===== config.mk =====
export PLATFORM = sky130hd
export DESIGN_NAME = id_dispatch_queue
export DESIGN_NICKNAME = d
export VERILOG_FILES = /design/src/rtl/id_pkg.sv /design/src/rtl/id_queue_mem.sv /design/src/rtl/id_dispatch_queue.sv
export SDC_FILE = /design/constraint.sdc
export NUM_CORES = 1
export LEC_CHECK = 0
export ABC_CLOCK_PERIOD_IN_PS = 10200
export BUFFER_PORTS_ARGS = -buffer_cell sky130_fd_sc_hd__buf_2
export CORE_MARGIN = 8
export CORE_UTILIZATION = 60
export DETAILED_ROUTE_END_ITERATION = 12
export PLACE_DENSITY = 0.89
export SLEW_MARGIN = 20
export SYNTH_ARGS = -nofsm -noshare
export SYNTH_HDL_FRONTEND = slang
export SYNTH_HIERARCHICAL = 1
export SYNTH_SLANG_ARGS = --single-unit

===== constraint.sdc =====
create_clock -name clk -period 10.2 [get_ports clk]
set_input_delay 2.04 -clock clk [delete_from_list [all_inputs] [get_ports clk]]
set_output_delay 2.04 -clock clk [all_outputs]
set_load 0.02 [all_outputs]

===== src/rtl/id_pkg.sv =====
// Shared types and sizing for the instruction-decode dispatch queue.
package id_pkg;
  localparam int ID_QUEUE_DEPTH = 8;
  localparam int ISSUE_WIDTH    = 2;

  typedef struct packed {
    logic [31:0] pc;
    logic [31:0] inst;
  } inst_pkt_t;
endpackage


===== src/rtl/id_queue_mem.sv =====
// Dispatch queue storage: two write ports at waddr/waddr+1, two read ports at raddr/raddr+1.
// Contents are deliberately not reset; validity is tracked by the controller.
module id_queue_mem
  import id_pkg::*;
#(
  parameter int DEPTH = ID_QUEUE_DEPTH,
  parameter int PTR_W = $clog2(DEPTH)
) (
  input  logic             clk,
  input  logic [PTR_W-1:0] waddr_i,
  input  logic             we0_i,
  input  inst_pkt_t        wd0_i,
  input  logic             we1_i,
  input  inst_pkt_t        wd1_i,
  input  logic [PTR_W-1:0] raddr_i,
  output inst_pkt_t        rd0_o,
  output inst_pkt_t        rd1_o
);
  inst_pkt_t mem_q [DEPTH];

  always_ff @(posedge clk) begin
    if (we0_i) mem_q[waddr_i] <= wd0_i;
    if (we1_i) mem_q[waddr_i + PTR_W'(1)] <= wd1_i;
  end

  assign rd0_o = mem_q[raddr_i];
  assign rd1_o = mem_q[raddr_i + PTR_W'(1)];
endmodule


===== src/rtl/id_dispatch_queue.sv =====
// Fetch-to-decode in-order dispatch queue, two lanes in and two slots out, with front-end flush.
// Optional ID_QUEUE_BYPASS_EN forwards fetch packets straight to decode while the queue is empty.
module id_dispatch_queue
  import id_pkg::*;
#(
  parameter int DEPTH = ID_QUEUE_DEPTH,
  parameter int CNT_W = $clog2(DEPTH) + 1
) (
  input  logic                              clk,
  input  logic                              rst_n,
  input  logic                              flush,
  input  logic [ISSUE_WIDTH-1:0]            in_valid,
  input  logic [ISSUE_WIDTH-1:0][31:0]      in_pc,
  input  logic [ISSUE_WIDTH-1:0][31:0]      in_inst,
  output logic                              in_ready,
  output logic [ISSUE_WIDTH-1:0]            out_valid,
  output logic [ISSUE_WIDTH-1:0][31:0]      out_pc,
  output logic [ISSUE_WIDTH-1:0][31:0]      out_inst,
  input  logic [ISSUE_WIDTH-1:0]            out_ready,
  output logic [CNT_W-1:0]                  count
);
  localparam int PTR_W = $clog2(DEPTH);

  logic [PTR_W-1:0] head_q, head_d, tail_q, tail_d;
  logic [CNT_W-1:0] count_q, count_d;
  logic [CNT_W-1:0] push, pop, push_acc;
  logic             active, bypass, pop0, pop1, we0, we1;
  logic [1:0]       cvld, qvld;
  inst_pkt_t        lane0, lane1, cpkt0, cpkt1, rd0, rd1, slot0, slot1, wd0, wd1;

  assign active   = rst_n && !flush;
  // Uses pre-pop occupancy so decode never sits on the fetch ready path.
  assign in_ready = active && (count_q <= CNT_W'(DEPTH - 2));
  assign push     = CNT_W'(in_valid[0]) + CNT_W'(in_valid[1]);
  assign push_acc = in_ready ? push : '0;

  assign lane0 = '{pc: in_pc[0], inst: in_inst[0]};
  assign lane1 = '{pc: in_pc[1], inst: in_inst[1]};
  assign cpkt0 = in_valid[0] ? lane0 : lane1;
  assign cpkt1 = lane1;
  assign cvld  = {&in_valid, |in_valid};
  assign qvld  = {count_q >= CNT_W'(2), count_q != '0};

`ifdef ID_QUEUE_BYPASS_EN
  assign bypass = active && (count_q == '0);
`else
  assign bypass = 1'b0;
`endif

  always_comb begin
    out_valid = 2'b00;
    if (bypass)      out_valid = cvld;
    else if (active) out_valid = qvld;
    slot0 = bypass ? cpkt0 : rd0;
    slot1 = bypass ? cpkt1 : rd1;
    out_pc[0]   = out_valid[0] ? slot0.pc   : 32'h0;
    out_inst[0] = out_valid[0] ? slot0.inst : 32'h0;
    out_pc[1]   = out_valid[1] ? slot1.pc   : 32'h0;
    out_inst[1] = out_valid[1] ? slot1.inst : 32'h0;
  end

  assign pop0 = out_valid[0] & out_ready[0];
  assign pop1 = pop0 & out_valid[1] & out_ready[1];
  assign pop  = CNT_W'(pop0) + CNT_W'(pop1);

  always_comb begin
    wd0    = cpkt0;
    wd1    = cpkt1;
    we0    = in_ready & cvld[0];
    we1    = in_ready & cvld[1];
    tail_d = tail_q + PTR_W'(push_acc);
    head_d = head_q + PTR_W'(pop);
`ifdef ID_QUEUE_BYPASS_EN
    // Forwarded packets that decode took this cycle never touch storage.
    if (bypass) begin
      wd0    = pop0 ? cpkt1 : cpkt0;
      we0    = pop0 ? (cvld[1] & ~pop1) : cvld[0];
      we1    = ~pop0 & cvld[1];
      tail_d = tail_q + PTR_W'(push - pop);
      head_d = head_q;
    end
`endif
    count_d = count_q + push_acc - pop;
  end

  always_ff @(posedge clk) begin
    if (!rst_n || flush) begin
      head_q  <= '0;
      tail_q  <= '0;
      count_q <= '0;
    end else begin
      head_q  <= head_d;
      tail_q  <= tail_d;
      count_q <= count_d;
    end
  end

  assign count = count_q;

  id_queue_mem #(.DEPTH(DEPTH), .PTR_W(PTR_W)) u_mem (
    .clk     (clk),
    .waddr_i (tail_q),
    .we0_i   (we0),
    .wd0_i   (wd0),
    .we1_i   (we1),
    .wd1_i   (wd1),
    .raddr_i (head_q),
    .rd0_o   (rd0),
    .rd1_o   (rd1)
  );
endmodule


[Word-level counts from Yosys, hierarchy flattened]
Memory sizes are Yosys's and may differ from the RTL's. A register that Yosys moved wholly into a read port is not among the register bits.
Cells that the tools add are included.
Word-level totals
  bits in registers: 10
  input bits: 135
  memory bits (writable): 512
  bits in latches: 0
  memories kept: 1
  memory bits (read-only): 0
Memory list
  u_mem.mem_q: depth 8, width 64, rd ports 2, clocked after Yosys merged registers in 1, write ports 2, line id_queue_mem.sv:19  | inst_pkt_t mem_q [DEPTH];
Operators by class
  multiply operators: 0
  bitwise operators: 5
  equality and inequality tests: 0
  div/mod/pow operators: 0
  order comparisons: 2
  shift operators: 0
  $add $sub $neg: 8
  multiplexer cells: 12
  reduce and logical (&&, ||, !) cells: 8
Operators by type and width (count)
  $mux 32: 4
  $mux 64: 1
  $add 3x1->3 const B: 2
  $add 3x2->3: 2
  $and 1x1->1: 5
  $add 1x1->2: 2
  $add 4x2->4: 1
  $ge 4x2->1 const B: 1
  $le 4x3->1 const B: 1
  $mux 1: 4
  $mux 2: 2
  $reduce_bool 4->1: 1
  $sub 4x2->4: 1
  $mux 3: 1
  $logic_and 1x1->1: 2
  $logic_not 1->1: 2
  $reduce_and 2->1: 1
  $reduce_or 2->1: 1
  $logic_or 1x1->1: 1

[Logic depth before layout (Yosys ltp)]
Gate-level depths: netlist (run 1).
  depth in word-level cells: 9
  mapped depth: 13
  gate-level depth less buffers: 12

[Modules after synthesis]
Netlist (run 1), hierarchy kept.
Modules (own cells, without submodules)
  id_queue_mem: cells an instance 2011, area an instance 30202.7 sq um, times used 1
  id_dispatch_queue: cells an instance 284, area an instance 2333.5 sq um, times used 1

[Worst setup path before layout (run 1)]
No wires, ideal clock.
  path kind: input -> register
  from: input port flush
  to: memory u_mem/mem_q[2][0] in the netlist's numbering (enable)
  path slack: 1.316 ns
  cell stages on the path: 5
  arrival: 8.300 ns
  path buffers: 0
  setup time: 0.584 ns
  path through: nand2b_1 > a311oi_1 > nor2b_1 > nand2_1 > o32ai_1
RTL lines
  start, declared: line id_dispatch_queue.sv:11  | input logic flush,
  end, declared: line id_queue_mem.sv:19

==> results of run 1 <==
## worst max-delay path by stage
| stage | end | cells past startpoint | slack (ns) | start |
|---|---|---|---|---|
| 2_1_floorplan | u_mem/mem_q[2][0] | 5 | 1.32 | flush |
| 3_3_place_gp | u_mem/mem_q[2][3] | 8 | 3.97 | flush |
| 3_5_place_dp | u_mem/mem_q[2][10] | 8 | 3.82 | flush |
| 4_1_cts | out_pc[63] | 7 | 3.32 | head_q[1] |
| 5_1_grt | out_inst[22] | 6 | 3.12 | head_q[1] |
| 6_report | out_inst[22] | 6 | 3.48 | head_q[1] |
## per-stage QoR
step	cells	setup slack, ns	util	hold WS [ns]	instance area, sq um
2_1_floorplan	2295	1.32	-	0.470	32500
3_3_place_gp	3087	3.97	0.639	0.668	34300
3_5_place_dp	3088	3.82	0.639	0.672	34300
4_1_cts	3184	3.32	0.670	0.692	36000
5_1_grt	3185	3.12	0.671	0.719	36000
6_report	3186	3.48	0.671	0.701	36000
## sequential cells by signal (all words and copies together) (netlist names)
register,count
tail_q,3
head_q,3
count,4
u_mem/mem_q,512
## Yosys cell counts, drive strengths merged (2+ instances only)
master,instances
and2,136
nand2,9
o22ai,2
nor2b,130
nor2,8
clkbuf,102
nor3,2
ha,14
edfxtp,512
mux2,640
xnor2,4
a2111oi,128
buf,107
nor4,64
and3,128
a31oi,2
mux2i,129
nand2b,5
inv,13
dfxtp,10
fa,4
o32ai,2
xor2,3
o21bai,2
mux4,128
o21ai,2
## layout make-up
cell class                 count  area (sq um)  area share
clock buffer                  75          1460      0.0405
antenna                        1          2.50   0.0000694
inverter                      13          48.8     0.00135
tap                          696           871      0.0242
timing repair buffer         307          1690      0.0469
clock inverter                21           201     0.00559
multi-input combinational   1551         16200       0.449
sequential                   522         15600       0.433
## worst min-delay path, delay by kind of cell, from the launching register on
family,cells,cell delay [ns]
adder cells (fa/ha/maj),1,0.16
flip-flops,1,0.41
AND/OR/NAND/NOR,1,0.10
## layer usage
metal  wire, um  vias up
li1           -     9478
met1      35200    11200
met2      43700     1403
met3       9360      246
met4       3150        8
met5         49        -
## where the power goes
part | internal [W] | switching, W | total (W)
Sequential | 0.00240 | 0.0000134 | 0.00242
Combinational | 0.000235 | 0.000255 | 0.000490
Clock | 0.00109 | 0.000818 | 0.00191
Total | 0.00373 | 0.00109 | 0.00481
## cells by family (layout without fill, tap and decap cells)
| group | count (synthesis) | after routing | share of synthesized area |
|---|---|---|---|
| multiplexers | 897 | 897 | 0.350 |
| flip-flops | 522 | 522 | 0.479 |
| AND/OR/NAND/NOR | 487 | 487 | 0.0928 |
| buffers and inverters | 222 | 416 | 0.0309 |
| AO/OA/AOI/OAI | 142 | 142 | 0.0376 |
| adder cells (fa/ha/maj) | 18 | 18 | 0.00785 |
| XOR/XNOR | 7 | 7 | 0.00235 |
| other | 0 | 1 | 0 |
## cells in the final DEF (no fill, tap or decap), drive strengths merged, types with 2 or more instances in the layout
master	n
mux4	128
edfxtp	512
xnor2	4
o22ai	2
o32ai	2
ha	14
dfxtp	10
inv	15
mux2	640
nand2b	5
nand2	9
mux2i	129
nor3	2
nor2b	130
and2	136
o21bai	2
nor4	64
nor2	8
clkbuf	75
bufinv	4
fa	4
buf	307
a31oi	2
xor2	3
clkinv	15
a2111oi	128
and3	128
o21ai	2
==> impl_metrics.json, run 1 <==
{
  "max_stage_delay_ns": 0.93,
  "clk_latency_ns": 0.61,
  "finalClockSkew_ns": 0.0247,
  "gp_congestion": 0.801,
  "async_flop_share": 0,
  "pwr_density_cell_nw_per_um2": 134,
  "synth_seq_area_share": 0.479,
  "timing.final.crit_share": 0.658,
  "yosysWarnings": 6,
  "period_needed_ns": 6.72,
  "cts_root_buffer": "clkbuf_16",
  "status": "finished, final reports clean",
  "clk_pin_slew_ns": 0.06,
  "firstDrtPassIters": 5,
  "synth_top_area_frac": 0.473,
  "hold_viol": 0,
  "top_usage_layer": "met2",
  "boundaryPins": 270,
  "antenna_found_initial": 6,
  "worst-path-buf-inv": 3,
  "grtUsageTotal": 0.283,
  "ant_nets": 0,
  "synth_area_leaders": "edfxtp_1 (47%), mux2_2 (22%), mux4_2 (8.9%), mux2i_1 (4.0%), a2111oi_0 (3.4%)",
  "path_cells": "buf_4 -> buf_4 -> mux4_2 -> mux2_2 -> and2_1 -> buf_2",
  "ys_ff_latch": 522,
  "hold_start": "count[0]",
  "rsz0062_at_grt": "no",
  "cp-end-kind": "output pin",
  "cp_max_fo": 49,
  "met3_usage": 0.0667,
  "ys_types": 43,
  "clockBufferDepth": 3,
  "leakagePower_nw": 12.3,
  "dieWidth_um": 249,
  "final.setup.tns_ns": 0,
  "grt_pass1_wl_um": 139000,
  "postCtsSetupRepairBufs": 0,
  "cpMaxStageDelayCell": "buf_4",
  "finalMaxSlewViolations": 0,
  "drc": 0,
  "place_hpwl_um": 51300,
  "ctsHoldBuffers": 0,
  "rows": 85,
  "min_path_type": "flip-flop to flip-flop",
  "syn_area_sq_um": 32500,
  "ir_drop_mv": 0.134,
  "use_met1": 0.368,
  "syn_inst": 2295,
  "synth_top_cell_by_area": "edfxtp_1",
  "rr_worst_depth": 9,
  "start_util": 0.606,
  "whs_endpoint": "count[0]",
  "viasPerCell": 7.00,
  "numCtsBuffers": 53,
  "max_freq_ghz": 0.149,
  "report.power.total_w": 0.00481,
  "drt-initial-drc-count": 2329,
  "cpMostUsedCell": "buf_4",
  "slew_headroom": 0.236,
  "cap_violations": 0,
  "critPathTopFamily": "buffers and inverters",
  "post_drt_wl_per_cell_um": 28.7,
  "clock_sinks": 522,
  "r2r_start": "count[3]",
  "crit_type": "flip-flop to output pin",
  "critPathArrivalTime_ns": 4.68,
  "grt_pass1_vias": 23400,
  "synth_edf_count": 512,
  "r2r_end": "u_mem/mem_q[2][3]",
  "nFillCells": 3585,
  "start_kind": "flip-flop",
  "die_area_sq_um": 61900,
  "crit_required_ns": 8.16,
  "finalWirelength_um": 91500,
  "hold_path_depth": 2,
  "cts_tree": "yes",
  "synth-main-ff-cell": "edfxtp_1",
  "synthToLayoutAreaGrowth_pct": 10.7,
  "grtUsageMet2": 0.461,
  "die_h_um": 249,
  "setup_viol": 0,
  "grt_max_degree": 205,
  "h-tree-depth": 2,
  "r2r_setup_slack_ns": 5.60,
  "syn_area_per_cell_sq_um": 14.2,
  "drive_gt1_frac": 0.470,
  "io_buffers": 269,
  "grt_overflow": 0,
  "tightest_slew_ns": 1.14,
  "nets": 2601,
  "vias": 22300,
  "postCtsResizedCells": 0,
  "core_region_area_sq_um": 53700,
  "postSynthNetCount": 2448
}
Note: power is estimated with default switching activity, not from simulation.
==> inputs of run 2 (changes only) <==
--- a/config.mk
+++ b/config.mk
@@ -5,12 +5,12 @@
 export SDC_FILE = /design/constraint.sdc
 export NUM_CORES = 1
 export LEC_CHECK = 0
-export ABC_CLOCK_PERIOD_IN_PS = 10200
+export ABC_CLOCK_PERIOD_IN_PS = 5600
 export BUFFER_PORTS_ARGS = -buffer_cell sky130_fd_sc_hd__buf_2
 export CORE_MARGIN = 8
-export CORE_UTILIZATION = 60
+export CORE_UTILIZATION = 55
 export DETAILED_ROUTE_END_ITERATION = 12
-export PLACE_DENSITY = 0.89
+export PLACE_DENSITY = 0.86
 export SLEW_MARGIN = 20
 export SYNTH_ARGS = -nofsm -noshare
 export SYNTH_HDL_FRONTEND = slang
==> constraint.sdc (replaced) <==
create_clock -name clk -period 5.6 [get_ports clk]
set_input_delay 1.12 -clock clk [delete_from_list [all_inputs] [get_ports clk]]
set_output_delay 1.12 -clock clk [all_outputs]
set_load 0.02 [all_outputs]
==> impl_metrics.json, run 2 (synthesis results as in run 1) <==
{
  "report.power.total_w": 0.00873,
  "drc": 0,
  "antenna_found_initial": 12,
  "tightest_slew_ns": 1.10,
  "critPathTopFamily": "buffers and inverters",
  "crit_required_ns": 4.48,
  "synthToLayoutAreaGrowth_pct": 11.8,
  "max_stage_delay_ns": 0.93,
  "drt-initial-drc-count": 2122,
  "layout_commonest_cell": "mux2_2",
  "crit_type": "flip-flop to output pin",
  "finalMaxSlewViolations": 0,
  "pwr_density_cell_nw_per_um2": 240,
  "boundaryPins": 270,
  "p_comb_frac": 0.104,
  "status": "finished, final reports clean",
  "start_util": 0.553,
  "final.setup.tns_ns": 0,
  "drive_gt1_frac": 0.471,
  "cap_violations": 0,
  "min_path_type": "flip-flop to flip-flop",
  "numCtsBuffers": 55,
  "hold_start": "count[0]",
  "io_buffers": 269,
  "finalWirelength_um": 94300,
  "rsz0062_at_grt": "no",
  "largest_register_ffs": 512,
  "clockBufferDepth": 3,
  "p_sw_w": 0.00199,
  "timing.final.crit_share": 0.921,
  "hold_viol": 0,
  "core_region_area_sq_um": 58800,
  "fin_util": 0.618,
  "die_h_um": 259,
  "critPathArrivalTime_ns": 4.04,
  "cp_max_fo": 110,
  "slew_headroom": 0.265,
  "seqPwrFrac": 0.504,
  "cpMostUsedCell": "buf_4",
  "place_hpwl_um": 54600,
  "whs_ns": 0.675,
  "ant_nets": 0,
  "rr_worst_depth": 8,
  "cpMaxStageDelayCell": "buf_4",
  "rows": 89,
  "start_kind": "flip-flop",
  "final_cell_mix": "mux2_2 (640), edfxtp_1 (512), buf_2 (268)",
  "finalClockSkew_ns": 0.0152,
  "gp_congestion": 0.862,
  "dieWidth_um": 259,
  "h-tree-depth": 2,
  "r2r_end": "u_mem/mem_q[5][62]",
  "grt_pass1_vias": 23400,
  "grt_pass1_wl_um": 141000,
  "internal_power_w": 0.00674,
  "r2r_start": "count[3]",
  "vias": 22300,
  "max_freq_ghz": 0.194,
  "clkPwrFrac": 0.392,
  "cp-end-kind": "output pin",
  "swShare": 0.228,
  "clock_sinks": 522,
  "cts_root_buffer": "clkbuf_16",
  "placed_cell_area_sq_um": 34700,
  "grt_max_degree": 127,
  "post_drt_wl_per_cell_um": 28.7,
  "worst-path-buf-inv": 3,
  "ctsHoldBuffers": 0,
  "hold_path_depth": 2,
  "grt_overflow": 0,
  "viasPerCell": 6.79,
  "nets": 2618,
  "whs_endpoint": "count[0]",
  "cts_tree": "yes",
  "clk_pin_slew_ns": 0.06,
  "regMostFlops": "u_mem/mem_q",
  "setup_viol": 0,
  "path_cells": "buf_4 -> buf_4 -> a2111oi_0 -> nor4_1 -> and2_1 -> buf_2",
  "clk_latency_ns": 0.61,
  "postCtsResizedCells": 0,
  "design_area_sq_um": 36400,
  "grtUsageTotal": 0.271,
  "postCtsSetupRepairBufs": 0,
  "leakagePower_nw": 12.3,
  "period_needed_ns": 5.16,
  "ir_drop_mv": 0.211,
  "r2r_setup_slack_ns": 1.81,
  "die_area_sq_um": 67200,
  "firstDrtPassIters": 5
}
[run 2: cell types whose count changed in the layout (fill, tap and decap cells not counted), sizes merged]
cell	delta
buf	+15
bufinv	-1
clkbuf	-2
clkinv	+6
diode	+5
inv	-1
[run 2: power by group through the flow]
stage / sequential [W] / combinational (W) / clock, W
after floorplan: 0.00448 / 0.000590 / 0
after global placement: 0.00448 / 0.000845 / 0
after detailed placement: 0.00448 / 0.000884 / 0
after CTS: 0.00440 / 0.000895 / 0.00345
after global routing: 0.00440 / 0.000969 / 0.00359
final: 0.00440 / 0.000905 / 0.00342
[run 2: stage by stage]
stage                     std cells  setup slack [ns]
final                          3285             0.443
after CTS                      3278             0.399
after global placement         3180              1.11
after global routing           3284             0.253
after floorplan                2295            -0.479
after detailed placement       3180             0.950
[run 2: worst register-to-register path, stage by stage (launching register included)]
cell and delay [ns]:
dfxtp_1 0.38, inv_1 0.10, ha_1 0.19, a311oi_1 0.56, and2_1 0.33, nor3b_1 0.59
nand2_4 0.40, buf_4 0.56, mux2_2 0.43
[run 2: final cells by class]
| cell class | instances | area, sq um |
|---|---|---|
| sequential | 522 | 15600 |
| inverter | 13 | 48.8 |
| clock buffer | 73 | 1440 |
| tap | 773 | 967 |
| antenna | 6 | 15.0 |
| timing repair buffer | 322 | 1930 |
| clock inverter | 25 | 185 |
| multi-input combinational | 1551 | 16200 |
| fill | 4329 | 22400 |
[run 2: how the worst max path moves through the flow]
stage	endpoint	from	cells past startpoint
5_1_grt	out_inst[26]	head_q[1]	6
4_1_cts	out_inst[26]	head_q[1]	6
6_report	out_pc[63]	head_q[0]	6
3_5_place_dp	u_mem/mem_q[5][58]	flush	8
3_3_place_gp	out_inst[24]	head_q[1]	6
2_1_floorplan	u_mem/mem_q[7][0]	flush	5
[run 2: routing by layer]
layer / GRT usage / share of wire / up-vias
li1: - / - / 9521
met1: 0.353 / 0.38 / 11100
met2: 0.434 / 0.47 / 1405
met3: 0.0633 / 0.11 / 260
met4: 0.114 / 0.036 / 10
met5: 0 / 0.00058 / -
